`src/rtl/md_stall_ctrl.sv`:
```
// Multiply/divide sequencer for SimpleProcessor: starts multdiv, stalls fetch, and writes back the result or rstatus.
// Optional busy-cycle timeout is enabled with `define MD_TIMEOUT_EN.
module md_stall_ctrl #(
    parameter logic [4:0] MULT_OP = 5'b00110,
    parameter logic [4:0] DIV_OP  = 5'b00111,
    parameter int         CNT_W   = 7,
    parameter int         TIMEOUT = 64
) (
    input  logic             clock,
    input  logic             reset,
    input  logic [4:0]       opcode,
    input  logic [4:0]       aluop,
    input  logic [4:0]       rd,
    input  logic             md_ready,
    input  logic             md_exception,
    output logic             ctrl_mult,
    output logic             ctrl_div,
    output logic             stall,
    output logic             busy,
    output logic             wb_en,
    output logic [4:0]       wb_rd,
    output logic             wb_sel_md,
    output logic [31:0]      wb_status,
    output logic [CNT_W-1:0] md_latency
);

    typedef enum logic [1:0] {IDLE, START, BUSY, WB} state_t;

`ifdef MD_TIMEOUT_EN
    localparam bit TO_EN = 1'b1;
`else
    localparam bit TO_EN = 1'b0;
`endif

    localparam logic [CNT_W-1:0] CNT_MAX = '1;
    localparam logic [CNT_W-1:0] TO_LAST = CNT_W'(TIMEOUT - 1);

    state_t           state;
    logic [CNT_W-1:0] cnt;
    logic [CNT_W-1:0] cnt_inc;
    logic [4:0]       rd_q;
    logic             is_div_q;
    logic             exc_q;
    logic             to_q;
    logic             is_md;
    logic             timeout_hit;

    assign is_md       = (opcode == 5'b00000) && ((aluop == MULT_OP) || (aluop == DIV_OP));
    assign cnt_inc     = (cnt == CNT_MAX) ? CNT_MAX : cnt + 1'b1;
    assign timeout_hit = TO_EN && (cnt == TO_LAST);

    // stall is the only output with a combinational input path: the
    // instruction must be frozen in the very cycle it is decoded.
    assign stall = (state == IDLE) ? is_md : (state != WB);
    assign busy  = (state != IDLE);

    // Remaining outputs decode registered state only.
    assign ctrl_mult = (state == START) && !is_div_q;
    assign ctrl_div  = (state == START) && is_div_q;
    assign wb_en     = (state == WB) && (exc_q || (rd_q != 5'd0));
    assign wb_rd     = (state != WB) ? 5'd0 : (exc_q ? 5'd30 : rd_q);
    assign wb_sel_md = (state == WB) && !exc_q;

    always_comb begin
        wb_status = 32'd0;
        if (state == WB && exc_q) begin
            if (to_q)
                wb_status = 32'd6;
            else
                wb_status = is_div_q ? 32'd5 : 32'd4;
        end
    end

    always_ff @(posedge clock or negedge reset) begin
        if (!reset) begin
            state      <= IDLE;
            cnt        <= '0;
            rd_q       <= 5'd0;
            is_div_q   <= 1'b0;
            exc_q      <= 1'b0;
            to_q       <= 1'b0;
            md_latency <= '0;
        end else begin
            case (state)
                IDLE: begin
                    if (is_md) begin
                        rd_q     <= rd;
                        is_div_q <= (aluop == DIV_OP);
                        cnt      <= '0;
                        state    <= START;
                    end
                end
                START: begin
                    state <= BUSY;
                end
                BUSY: begin
                    if (md_ready) begin
                        exc_q      <= md_exception;
                        to_q       <= 1'b0;
                        md_latency <= cnt_inc;
                        state      <= WB;
                    end else if (timeout_hit) begin
                        exc_q      <= 1'b1;
                        to_q       <= 1'b1;
                        md_latency <= cnt_inc;
                        state      <= WB;
                    end else begin
                        cnt <= cnt_inc;
                    end
                end
                WB: begin
                    // The md instruction is still on opcode here; returning
                    // to IDLE unconditionally keeps it from retriggering.
                    state <= IDLE;
                end
                default: state <= IDLE;
            endcase
        end
    end

endmodule

```
`config.mk`:
```
export PLATFORM = sky130hd
export DESIGN_NAME = md_stall_ctrl
export DESIGN_NICKNAME = d
export VERILOG_FILES = /design/src/rtl/md_stall_ctrl.sv
export SDC_FILE = /design/constraint.sdc
export NUM_CORES = 1
export LEC_CHECK = 0
export CAP_MARGIN = 10
export CORE_UTILIZATION = 43
export CTS_BUF_LIST = sky130_fd_sc_hd__clkbuf_4
export DETAILED_ROUTE_END_ITERATION = 6
export PLACE_DENSITY = 0.94
export RECOVER_POWER = 100
export SETUP_SLACK_MARGIN = 0.4
export SLEW_MARGIN = 20
export SYNTH_ARGS = -nofsm -noshare
export SYNTH_HDL_FRONTEND = slang
export SYNTH_SLANG_ARGS = --single-unit
```
`constraint.sdc`:
```
create_clock -name clock -period 2.8 [get_ports clock]
set_clock_uncertainty 0.1 [all_clocks]
set_input_delay 0.7 -clock clock [delete_from_list [all_inputs] [get_ports clock]]
set_output_delay 0.7 -clock clock [all_outputs]
set_load 0.01 [all_outputs]
```
== After elaboration in Yosys (flattened, before gate mapping) ==
Cells that the tools add are included.
Widths: inputs -> output; s select.
Cells by class
  shifts and indexed selects: 0
  $add $sub $neg: 1
  bitwise gates (word level): 0
  muxes and demuxes: 12
  reduce and logical (&&, ||, !) cells: 19
  order comparisons: 0
  equal/unequal tests: 10
  div/mod/pow operators: 0
  $mul: 0
Operators with widths (count)
  $mux 7: 3
  $pmux 7 s2: 1
  $eq 5x3->1 const B: 2
  $mux 5: 2
  $ne 2x2->1 const B: 4
  $pmux 2 s4: 1
  $add 7x1->7 const B: 1
  $eq 7x7->1 const B: 1
  $logic_and 1x1->1: 6
  $reduce_and 2->1: 3
  $logic_not 5->1: 1
  $reduce_bool 5->1: 1
  $eq 2x2->1 const B: 2
  $mux 2: 2
  $reduce_bool 2->1: 2
  $mux 3: 1
  $reduce_and 3->1: 1
  $eq 2x1->1 const B: 1
  $logic_not 1->1: 2
  $logic_not 2->1: 1
  $logic_or 1x1->1: 2
  $mux 1: 2
Word-level totals
  output and inout port bits: 50
  logic and storage cells: 48
  input bits: 19
  bits in latches: 0
  bits in read-only memories: 0
  register bits after elaboration: 23
  memory bits (writable): 0
  memories: 0

== Depth between registers and ports, before layout ==
  word-level depth: 5
  mapped depth: 8

== Least setup slack after synthesis ==
OpenSTA, ideal clock, no wires.
  path type: input port to output port
  start point: in opcode[0]
  end point: out stall
  path buffers: 0
  cell stages on the path: 4
  data arrival time: 1.730 ns
  required time: 2.000 ns
  setup slack: 0.270 ns
  path through: or4_4 > nor3_2 > nand2_2 > o21ai_0
Between the ends
  word-level cells in the longest chain between the ends: 3
Ends and longest elaborated chain
  start, declared: RTL line 11  | input logic [4:0] opcode,
  $logic_not 5->1: RTL line 48  | assign is_md = (opcode == 5'b00000) && ((aluop == MULT_OP) || (aluop == DIV_OP));
  $logic_and 1x1->1: RTL line 48
  $mux 1: RTL line 54  | assign stall = (state == IDLE) ? is_md : (state != WB);
  end, declared: RTL line 18  | output logic stall,
Every way passes these cells.

== Worst setup path after layout ==
  start point: in opcode[1]
  end point: out stall
The elaborated chain is that of the path after synthesis.

==> flow_summary_export.csv <==
group,metric,value,unit
job,maxCapViolCount,0,
power_and_ir_drop,p_sw_frac,0.418,
clock_network,postCtsHoldBufs,0,
setup_path,r2r_end,"cnt[5]",
place,hpwlAfterDp,2.28,mm
die,core_area,3390,um^2
power_and_ir_drop,power.total,1480,uW
timing,min_period,2620,ps
clock_network,root_buffer,"clkbuf_4",
global_route,grt_pass1_vias,1109,
power_and_ir_drop,ir_drop,0.620,mV
clock_network,htreeDepth,1,
logic_synthesis,yosys.area.top_type_share,0.374,
clock_network,cts_tree,"built",
layout,fillers,315,
logic_synthesis,synthTopCellsByCount,"30 x buf_4, 23 x dfrtp_1, 12 x o21ai_0",
logic_synthesis,yosys.area.top_type,"dfrtp_1",
layout,drive_above_1_share,0.173,
layout,syn2layout_area_growth,28.8,%
layout,finalNetCount,240,
status,status,"complete, no violations",
die,io_pins,69,
clock_network,clock_sinks,23,
power_and_ir_drop,p_per_area,746,nW/um^2
setup_path,regToRegSetupSlack,560,ps
setup_path,endpoint_kind,"primary output",
power_and_ir_drop,p_leak,0.000989,uW
logic_synthesis,netlist_area,1540,um^2
clock_network,cts_max_path_buffers,2,
logic_synthesis,synthFlopType,"dfrtp_1",
logic_synthesis,ys_types,37,
global_route,grt_pass1_wl,4.89,mm
setup_path,worstPathMaxFanout,2,
timing,final.setup.worst_slack,184,ps
logic_synthesis,synth-seq-cells,23,
timing,fmax,382,MHz
detailed_routing,wl_per_cell,11.5,um
logic_synthesis,async_flop_share,1.00,
hold_path,hold_path_class,"reg -> reg",
die,dieArea,3830,um^2
place,io_buffers,38,
power_and_ir_drop,clkPwrFrac,0.106,
timing,grt_setup_unrepaired,"yes",
timing,finalSetupTns,0,ps
setup_path,cp.required,2000,ps
setup_path,criticalPathCategory,"in -> out",
die,num_rows,21,
logic_synthesis,synth_warnings,0,
die,die_h,61.9,um
logic_synthesis,synth_seq_area_share,0.374,
hold_path,min-delay-start,"md_latency[2]",
timing,worstMarginPinSlew,1180,ps
detailed_routing,routed_wl,2.99,mm
detailed_routing,ant_nets,0,
power_and_ir_drop,seq_power_share,0.360,
logic_synthesis,yosysMostFrequentCell,"buf_4",
logic_synthesis,syn_area_per_cell,9.51,um^2
setup_path,reg2reg_from,"cnt[0]",
logic_synthesis,syn_inst,162,
setup_path,worstSetupStartpointType,"input pin",
power_and_ir_drop,intPower,860,uW
detailed_routing,post_drt_via_cell_ratio,4.82,
place,pre_cts_ws,-513,ps
global_route,grt.total_usage,0.174,
power_and_ir_drop,netSwitchingPower,619,uW
timing,relSlewSlack,0.212,
timing,setup_viol,0,
logic_synthesis,synth_area_leaders,"dfrtp_1 37%, buf_4 15%, mux2_2 5.8%",
timing,hold_violations,0,
detailed_routing,num_vias,1254,
power_and_ir_drop,pwr-share-comb,0.533,
die,fp.dieW,61.9,um
timing,post-route-period-util,0.934,
die,start_util,0.454,
hold_path,hold_path_end,"md_latency[2]",
clock_network,cts_made_buffers,3,
global_route,antenna_found_initial,0,
logic_synthesis,synth_edf_count,0,
detailed_routing,drtIter0Drc,33,
layout,num_antenna_cells,0,
detailed_routing,firstDrtPassIters,4,
place,place_congestion,0.867,
global_route,grt_overflow_total,0,
setup_path,rr_worst_depth,6,
layout,post-route-util,0.585,
setup_path,critical_path_arrival,1820,ps
detailed_routing,drc,0,
global_route,grt_max_degree,24,
hold_path,holdPathStages,2,
clock_network,clk_pin_slew,130,ps
timing,finalMaxSlewViolations,0,
clock_network,clock_latency,310,ps
[metrics by stage]
| stage | hold slack, ps | instance area, um^2 | instances |
|---|---|---|---|
| 2_1_floorplan | 304 | 1660 | 191 |
| 3_3_place_gp | 366 | 1920 | 249 |
| 3_5_place_dp | 384 | 1920 | 249 |
| 4_1_cts | 413 | 2000 | 259 |
| 5_1_grt | 444 | 1980 | 260 |
| 6_report | 399 | 1980 | 260 |
[routing by layer]
layer  share of wire  GRT usage  wire length, um
met1            0.45      0.222             1340
met2            0.48      0.296             1450
met3           0.060     0.0435              178
met4           0.010     0.0444               30
met5               0          0                0
[power by group through the flow]
stage                     sequential (uW)  combinational [uW]  clock [uW]
final                                 533                 789         157
after CTS                             536                 817         159
after floorplan                       515                 482           0
after global placement                524                 755           0
after detailed placement              535                 774           0
after global routing                  547                 876         175
[final cells by class]
class	count	area (um^2)	share of cell area
Clock buffer	3	22.5	0.0114
Clock inverter	1	5.00	0.00252
Inverter	7	28.8	0.0145
Multi-Input combinational cell	127	842	0.425
Sequential cell	23	577	0.291
Tap cell	46	57.6	0.0290
Timing Repair Buffer	53	450	0.227
[worst max path at each step]
stage / startpoint / slack, ps / to
after detailed placement: opcode[0] / -510 / stall
final: opcode[1] / 180 / stall
after floorplan: opcode[0] / 330 / stall
after global routing: opcode[1] / 120 / stall
after CTS: opcode[2] / 190 / stall
after global placement: opcode[0] / -500 / stall
[repair_timing]
action                     CTS  global route
resized for setup           31            20
setup buffers                6             1
pin swaps                    4             5
cloned                       0             0
setup endpoints to repair   13             7
[layout by cell type, fill, tap and decap left out, drive strengths merged, types with 3 or more instances in the layout]
cell	instances
dlygate4sd2	6
inv	7
dlymetal6s2s	4
a21oi	10
o21a	5
nor2	9
nand2	8
clkbuf	11
dlygate4sd3	10
dfrtp	23
ha	6
clkdlybuf4s50	8
conb	30
buf	14
and3	3
nand2b	3
mux2	8
o21ai	12
a22oi	4
nand3	5
and2	3
[worst max-delay path, stage by stage]
cell	delay (ps)
dlygate4sd3_1	580
nor3_4	200
nand2_1	110
o21ai_2	60
clkbuf_1	160
[flip-flops by register name (all words and copies together), names as in the netlist]
register / cells
is_div_q: 1
cnt: 7
md_latency: 7
exc_q: 1
state: 2
rd_q: 5
[kinds of logic (layout without fill, tap and decap cells)]
logic type	after synthesis	in the layout	synth area share
xor gates and xnor gates	1	1	0.00569
AOI/OAI and AO/OA	40	40	0.170
DFF	23	23	0.374
and+or+nand+nor	42	42	0.168
muxes	8	8	0.0585
buffers and inverters	41	64	0.173
adders and majority gates	6	6	0.0487
other	1	30	0.00243
Power figures use the tool's default switching activity.
==> patch 1: new RTL, same flow settings <==
Register the output `wb_status`, without a reset; this adds one clock of latency there. The other outputs are not delayed to match.
--- a/src/rtl/md_stall_ctrl.sv
+++ b/src/rtl/md_stall_ctrl.sv
@@ -36,4 +36,6 @@
     localparam logic [CNT_W-1:0] TO_LAST = CNT_W'(TIMEOUT - 1);
 
+    logic [31:0] wb_status_d;
+
     state_t           state;
     logic [CNT_W-1:0] cnt;
@@ -63,10 +65,10 @@
 
     always_comb begin
-        wb_status = 32'd0;
+        wb_status_d = 32'd0;
         if (state == WB && exc_q) begin
             if (to_q)
-                wb_status = 32'd6;
+                wb_status_d = 32'd6;
             else
-                wb_status = is_div_q ? 32'd5 : 32'd4;
+                wb_status_d = is_div_q ? 32'd5 : 32'd4;
         end
     end
@@ -119,4 +121,8 @@
     end
 
+    always_ff @(posedge clock) begin
+        wb_status <= wb_status_d;
+    end
+
 endmodule
 
Function: changed (Yosys sat finds a counterexample within 4 cycles, from zero or initial values and one cycle with reset low).
==> patch 1 against the original RTL <==
- design area down 3.8%
- routed wire length unchanged
- area after synthesis up 1.5%
- sequential cell count up 2
- worst setup slack better by 0.11 ns
- first-iteration DRC count up 110%
- largest power group unchanged
- power down 5.8%
- die area up 1.5%
- register-to-register slack worse by 0.13 ns
- critical endpoint is now wb_rd[2]
==> patch 1: results (changes against the original RTL) <==
| Metric | Value |
|---|---|
| Status | completed (unchanged) |
| Final hold vios | 0 (unchanged) |
| CP top delay family | buffers and inverters (unchanged) |
| Top flop regs | cnt x7, md_latency x7, rd_q x5 (unchanged) |
| Via density | 4.85 (was 4.82) |
| Clock root buffer | clkbuf_4 (unchanged) |
| Synth warn | 0 (unchanged) |
| Via count | 1232 (was 1254) |
| DRT iter0 DRCs | 69 (was 33) |
| WP data arrival | 1.70 ns (was 1.82 ns) |
| Vias in the first global route | 1110 (was 1109) |
| Relative max-transition margin | 0.196 (was 0.212) |
| Clock latency on the worst-skew pair | 0.33 ns (was 0.31 ns) |
| DRC viols | 0 (unchanged) |
| # fillers | 313 (was 315) |
| Psw | 549 µW (was 619 µW) |
| Pin count of the biggest net entering global routing | 24 (unchanged) |
| Pleak | 0.952 nW (was 0.989 nW) |
| Worst hold path type | reg -> reg (unchanged) |
| Critical Path Source Type | flip-flop (was input pin) |
| Layout cell share with drive strength beyond 1 | 0.106 (was 0.173) |
| Pre-antenna DRT Iters | 6 (was 4) |
| Post-DP HPWL | 2220 µm (was 2280 µm) |
| Routability cong. | 0.867 (about the same) |
| Diode count | 0 (unchanged) |
| Initial antenna violation count | 0 (unchanged) |
| Post-synth top cells | buf_4 (30), dfrtp_1 (23), nand2_1 (14) (was buf_4 (30), dfrtp_1 (23), o21ai_0 (12)) |
| Synth Instances | 162 (unchanged) |
| Netlist cell types | 41 (was 37) |
| Worst Path Max Fanout | 6 (was 2) |
| Reg clk slew, reported paths | 0.14 ns |
| Final nets | 234 (was 240) |
| PortBufs | 38 (unchanged) |
| CTS buffer count | 3 (unchanged) |
| Async set or reset register ratio after synthesis | 0.920 (was 1.00) |
| DP Cell Count | 244 (was 249) |
| H-tree levels | 1 (unchanged) |
| Max Root-Sink Buffers | 2 (unchanged) |
| Final WL | 2990 µm (unchanged) |
| Peak supply drop | 0.336 mV (was 0.620 mV) |
| Critical Path Slowest Stage Cell | dfrtp_1 (was dlygate4sd3_1) |
| DP Worst Slack | -0.321 ns (was -0.513 ns) |
| First-pass GRT wire length | 5050 µm (was 4890 µm) |
| Slowest cell delay on critical path | 0.38 ns (was 0.58 ns) |
| Global Route Usage Sum | 0.161 (was 0.174) |
| Synth area leaders | dfrtp_1 (37%), buf_4 (14%), mux2_2 (5.0%) (was dfrtp_1 (37%), buf_4 (15%), mux2_2 (5.8%)) |
| Main synth FF type | dfrtp_1 (unchanged) |
| Register area share after synthesis | 0.394 (was 0.374) |
## patch 1: worst min-delay path, delay by kind of cell (launching register included)
kind | cells | cell delay (ns)
DFF | 1 | 0.36
and+or+nand+nor | 2 | 0.10
## patch 1: kinds of logic (layout without fill, tap and decap cells)
| group | count (synthesis) | in the layout | synth area share |
|---|---|---|---|
| AND/OR/NAND/NOR | 45 | 45 | 0.165 |
| buffers and inverters | 43 | 60 | 0.186 |
| AO/OA/AOI/OAI | 31 | 31 | 0.130 |
| flip-flops | 25 | 25 | 0.394 |
| multiplexers | 9 | 9 | 0.0632 |
| adder cells (fa/ha/maj) | 6 | 6 | 0.0480 |
| XOR/XNOR | 2 | 2 | 0.0112 |
| other | 1 | 30 | 0.00240 |
## patch 1: area by class of cell
class	instances	share of cell area
Clock buffer	3	0.0118
Sequential cell	25	0.323
Tap cell	46	0.0302
Clock inverter	1	0.00262
Inverter	10	0.0197
Timing Repair Buffer	46	0.214
Multi-Input combinational cell	123	0.398
## patch 1: power by group through the flow
stage,registers (mW),clock network [mW],logic [mW]
after floorplan,0.543,0,0.442
after global placement,0.525,0,0.717
after detailed placement,0.528,0,0.739
after CTS,0.522,0.167,0.774
after global routing,0.529,0.180,0.798
final,0.513,0.164,0.715
## patch 1: final timing paths
path	from	to	slack, ns	cells after the start
max	state[1]	wb_rd[2]	0.30	5
min	md_latency[4]	md_latency[4]	0.39	2
max reg2reg	state[1]	cnt[1]	0.43	6
min reg2reg	md_latency[4]	md_latency[4]	0.39	2
max in group asynchronous	reset	state[0]	0.78	2
min in group asynchronous	reset	md_latency[6]	1.03	2
## patch 1: stage by stage
stage,power [mW],utilization,cell area (µm²),setup TNS [ns],hold WS (ns)
floorplan,0.985,-,1670,0,0.304
global route,1.51,0.559,1910,0,0.428
detailed placement,1.27,0.548,1870,-0.321,0.370
finish,1.39,0.559,1910,0,0.387
CTS,1.46,0.568,1940,0,0.402
global placement,1.24,0.548,1870,-0.293,0.361
## patch 1: routing by layer
metal  track usage  wire (µm)
met2         0.260       1460
met3        0.0294        169
met1         0.208       1300
met5             0          0
met4        0.0814         61
## patch 1: repair_timing
item | 4_1_cts | 5_1_grt
pin swaps | 3 | 4
endpoints found under the setup margin | 11 | 7
resized for setup | 24 | 17
setup buffers | 6 | 0
==> patch 2: new RTL, config.mk and constraints unchanged <==
Without the edit above. `TO_EN`: 1'b0 -> 1'b1.
--- a/src/rtl/md_stall_ctrl.sv
+++ b/src/rtl/md_stall_ctrl.sv
@@ -30,5 +30,5 @@
     localparam bit TO_EN = 1'b1;
 `else
-    localparam bit TO_EN = 1'b0;
+    localparam bit TO_EN = 1'b1;
 `endif
 
Formal check against the unedited RTL: no difference found for any inputs over 10 cycles, from zero or initial values and one cycle with reset low; that may be too few to reach the edited logic, so the function may still have changed.
==> patch 2 against the original RTL <==
- design area is 2.2% lower
- worst setup slack better by 0.064 ns
- area after synthesis is 0.24% higher
- sequential cell count is 1 higher
- count of clock-buffer cells in the layout stayed put
- non-clock buffer count is 1 higher
- combinational power is 4.2% higher
- critical path depth stayed put
- routed wire length is 3.6% higher
- power is 1.8% lower
- sequential share of layout area is 1.9 points higher
- highest routed layer unchanged
==> patch 2: results (changes against the original RTL) <==
| Metric | Value |
|---|---|
| DP Cell Count | 245 (was 249) |
| Status | completed (unchanged) |
| Post-synth top cells | buf_4 (29), dfrtp_1 (24), nor2_1 (13) (was buf_4 (30), dfrtp_1 (23), o21ai_0 (12)) |
| Pleak | 0.940 nW (was 0.989 nW) |
| Peak supply drop | 0.312 mV (was 0.620 mV) |
| Combinational family with the most area after synthesis | compound AO/OA/AOI/OAI gates (was buffers and inverters) |
| Slowest cell delay on critical path | 0.55 ns (was 0.58 ns) |
| WP data arrival | 1.75 ns (was 1.82 ns) |
| # fillers | 327 (was 315) |
| Final WL | 3100 µm (was 2990 µm) |
| Layout cell share with drive strength beyond 1 | 0.114 (was 0.173) |
| Synth area leaders | dfrtp_1 (39%), buf_4 (14%), ha_1 (4.9%) (was dfrtp_1 (37%), buf_4 (15%), mux2_2 (5.8%)) |
| Global Route Usage Sum | 0.183 (was 0.174) |
| Final std cells w/o fill | 256 (was 260) |
| PortBufs | 39 (was 38) |
| Adder-Cell Fraction of Synth Area | 0.0486 (was 0.0487) |
| Post-synthesis mux area share | 0.0583 (was 0.0585) |
| Syn_area_per_cell | 9.71 µm² (was 9.51 µm²) |
| Pin count of the biggest net entering global routing | 25 (was 24) |
| Hold path startpoint | md_latency[3] (was md_latency[2]) |
| Relative max-transition margin | 0.168 (was 0.212) |
| Worst Setup SP | opcode[4] (was opcode[1]) |
| Via count | 1285 (was 1254) |
| Post-DP HPWL | 2310 µm (was 2280 µm) |
| XOR/XNOR Fraction of Synth Area | 0.0113 (was 0.00569) |
| Register area share after synthesis | 0.389 (was 0.374) |
| DRT iter0 DRCs | 49 (was 33) |
| Final nets | 237 (was 240) |
| Vias in the first global route | 1184 (was 1109) |
| First-pass GRT wire length | 5070 µm (was 4890 µm) |
| Routability cong. | 0.855 (was 0.867) |
| Int Pwr | 875 µW (was 860 µW) |
[patch 2: kinds of logic (layout without fill, tap and decap cells)]
group	Yosys count	in the layout
buf+inv	38	61
flops	24	24
simple gates	42	42
fa+ha+maj	6	6
mux	8	8
xor+xnor	2	2
other cells	1	29
compound gates	38	38
[patch 2: routing by layer]
metal | GRT usage | share of wire | vias to the layer above
met5 | 0 | 0 | -
met4 | 0.0889 | 0.019 | 0
met3 | 0.0373 | 0.061 | 9
met2 | 0.333 | 0.52 | 66
met1 | 0.203 | 0.40 | 604
li1 | - | - | 606
[patch 2: power groups by stage]
stage	combinational (mW)	sequential, mW	clock [mW]
final	0.822	0.484	0.146
after floorplan	0.486	0.506	0
after global placement	0.835	0.492	0
after detailed placement	0.863	0.498	0
after CTS	0.882	0.492	0.147
after global routing	0.917	0.495	0.163
[patch 2: worst paths after layout]
path	depth (start not counted)	slack (ns)	endpoint
max in group asynchronous	2	0.72	state[0]
min in group asynchronous	2	1.06	md_latency[5]
max	5	0.25	stall
max reg2reg	6	0.45	md_latency[0]
min	2	0.42	md_latency[3]
min reg2reg	2	0.42	md_latency[3]
[patch 2: layout make-up]
type,instances,area [µm²],area share
multi-input combinational,125,778,0.401
sequential,24,602,0.310
timing repair buffer,54,464,0.239
tap,46,57.6,0.0297
clock buffer,3,22.5,0.0116
inverter,4,15.0,0.00774
[patch 2: per-stage QoR]
step / hold slack (ns) / area, µm² / setup WS [ns] / utilization / TNS, ns
after floorplan: 0.304 / 1650 / 0.580 / - / 0
after global placement: 0.375 / 1910 / -0.264 / 0.564 / -0.264
after detailed placement: 0.401 / 1910 / -0.276 / 0.564 / -0.276
after CTS: 0.429 / 1970 / 0.270 / 0.580 / 0
after global routing: 0.446 / 1940 / 0.190 / 0.572 / 0
final: 0.416 / 1940 / 0.248 / 0.572 / 0
[patch 2: tightest hold or removal path, cell delays in order (launching register included)]
cell and delay (ns):
dfrtp_1 0.36, nor2_1 0.05, nor2_1 0.08
[patch 2: timing repair]
item	4_1_cts	5_1_grt
gates resized for setup	26	11
buffers inserted	6	2
endpoints found under the hold margin	0	0
pin swaps	3	4
setup endpoints to repair	14	9
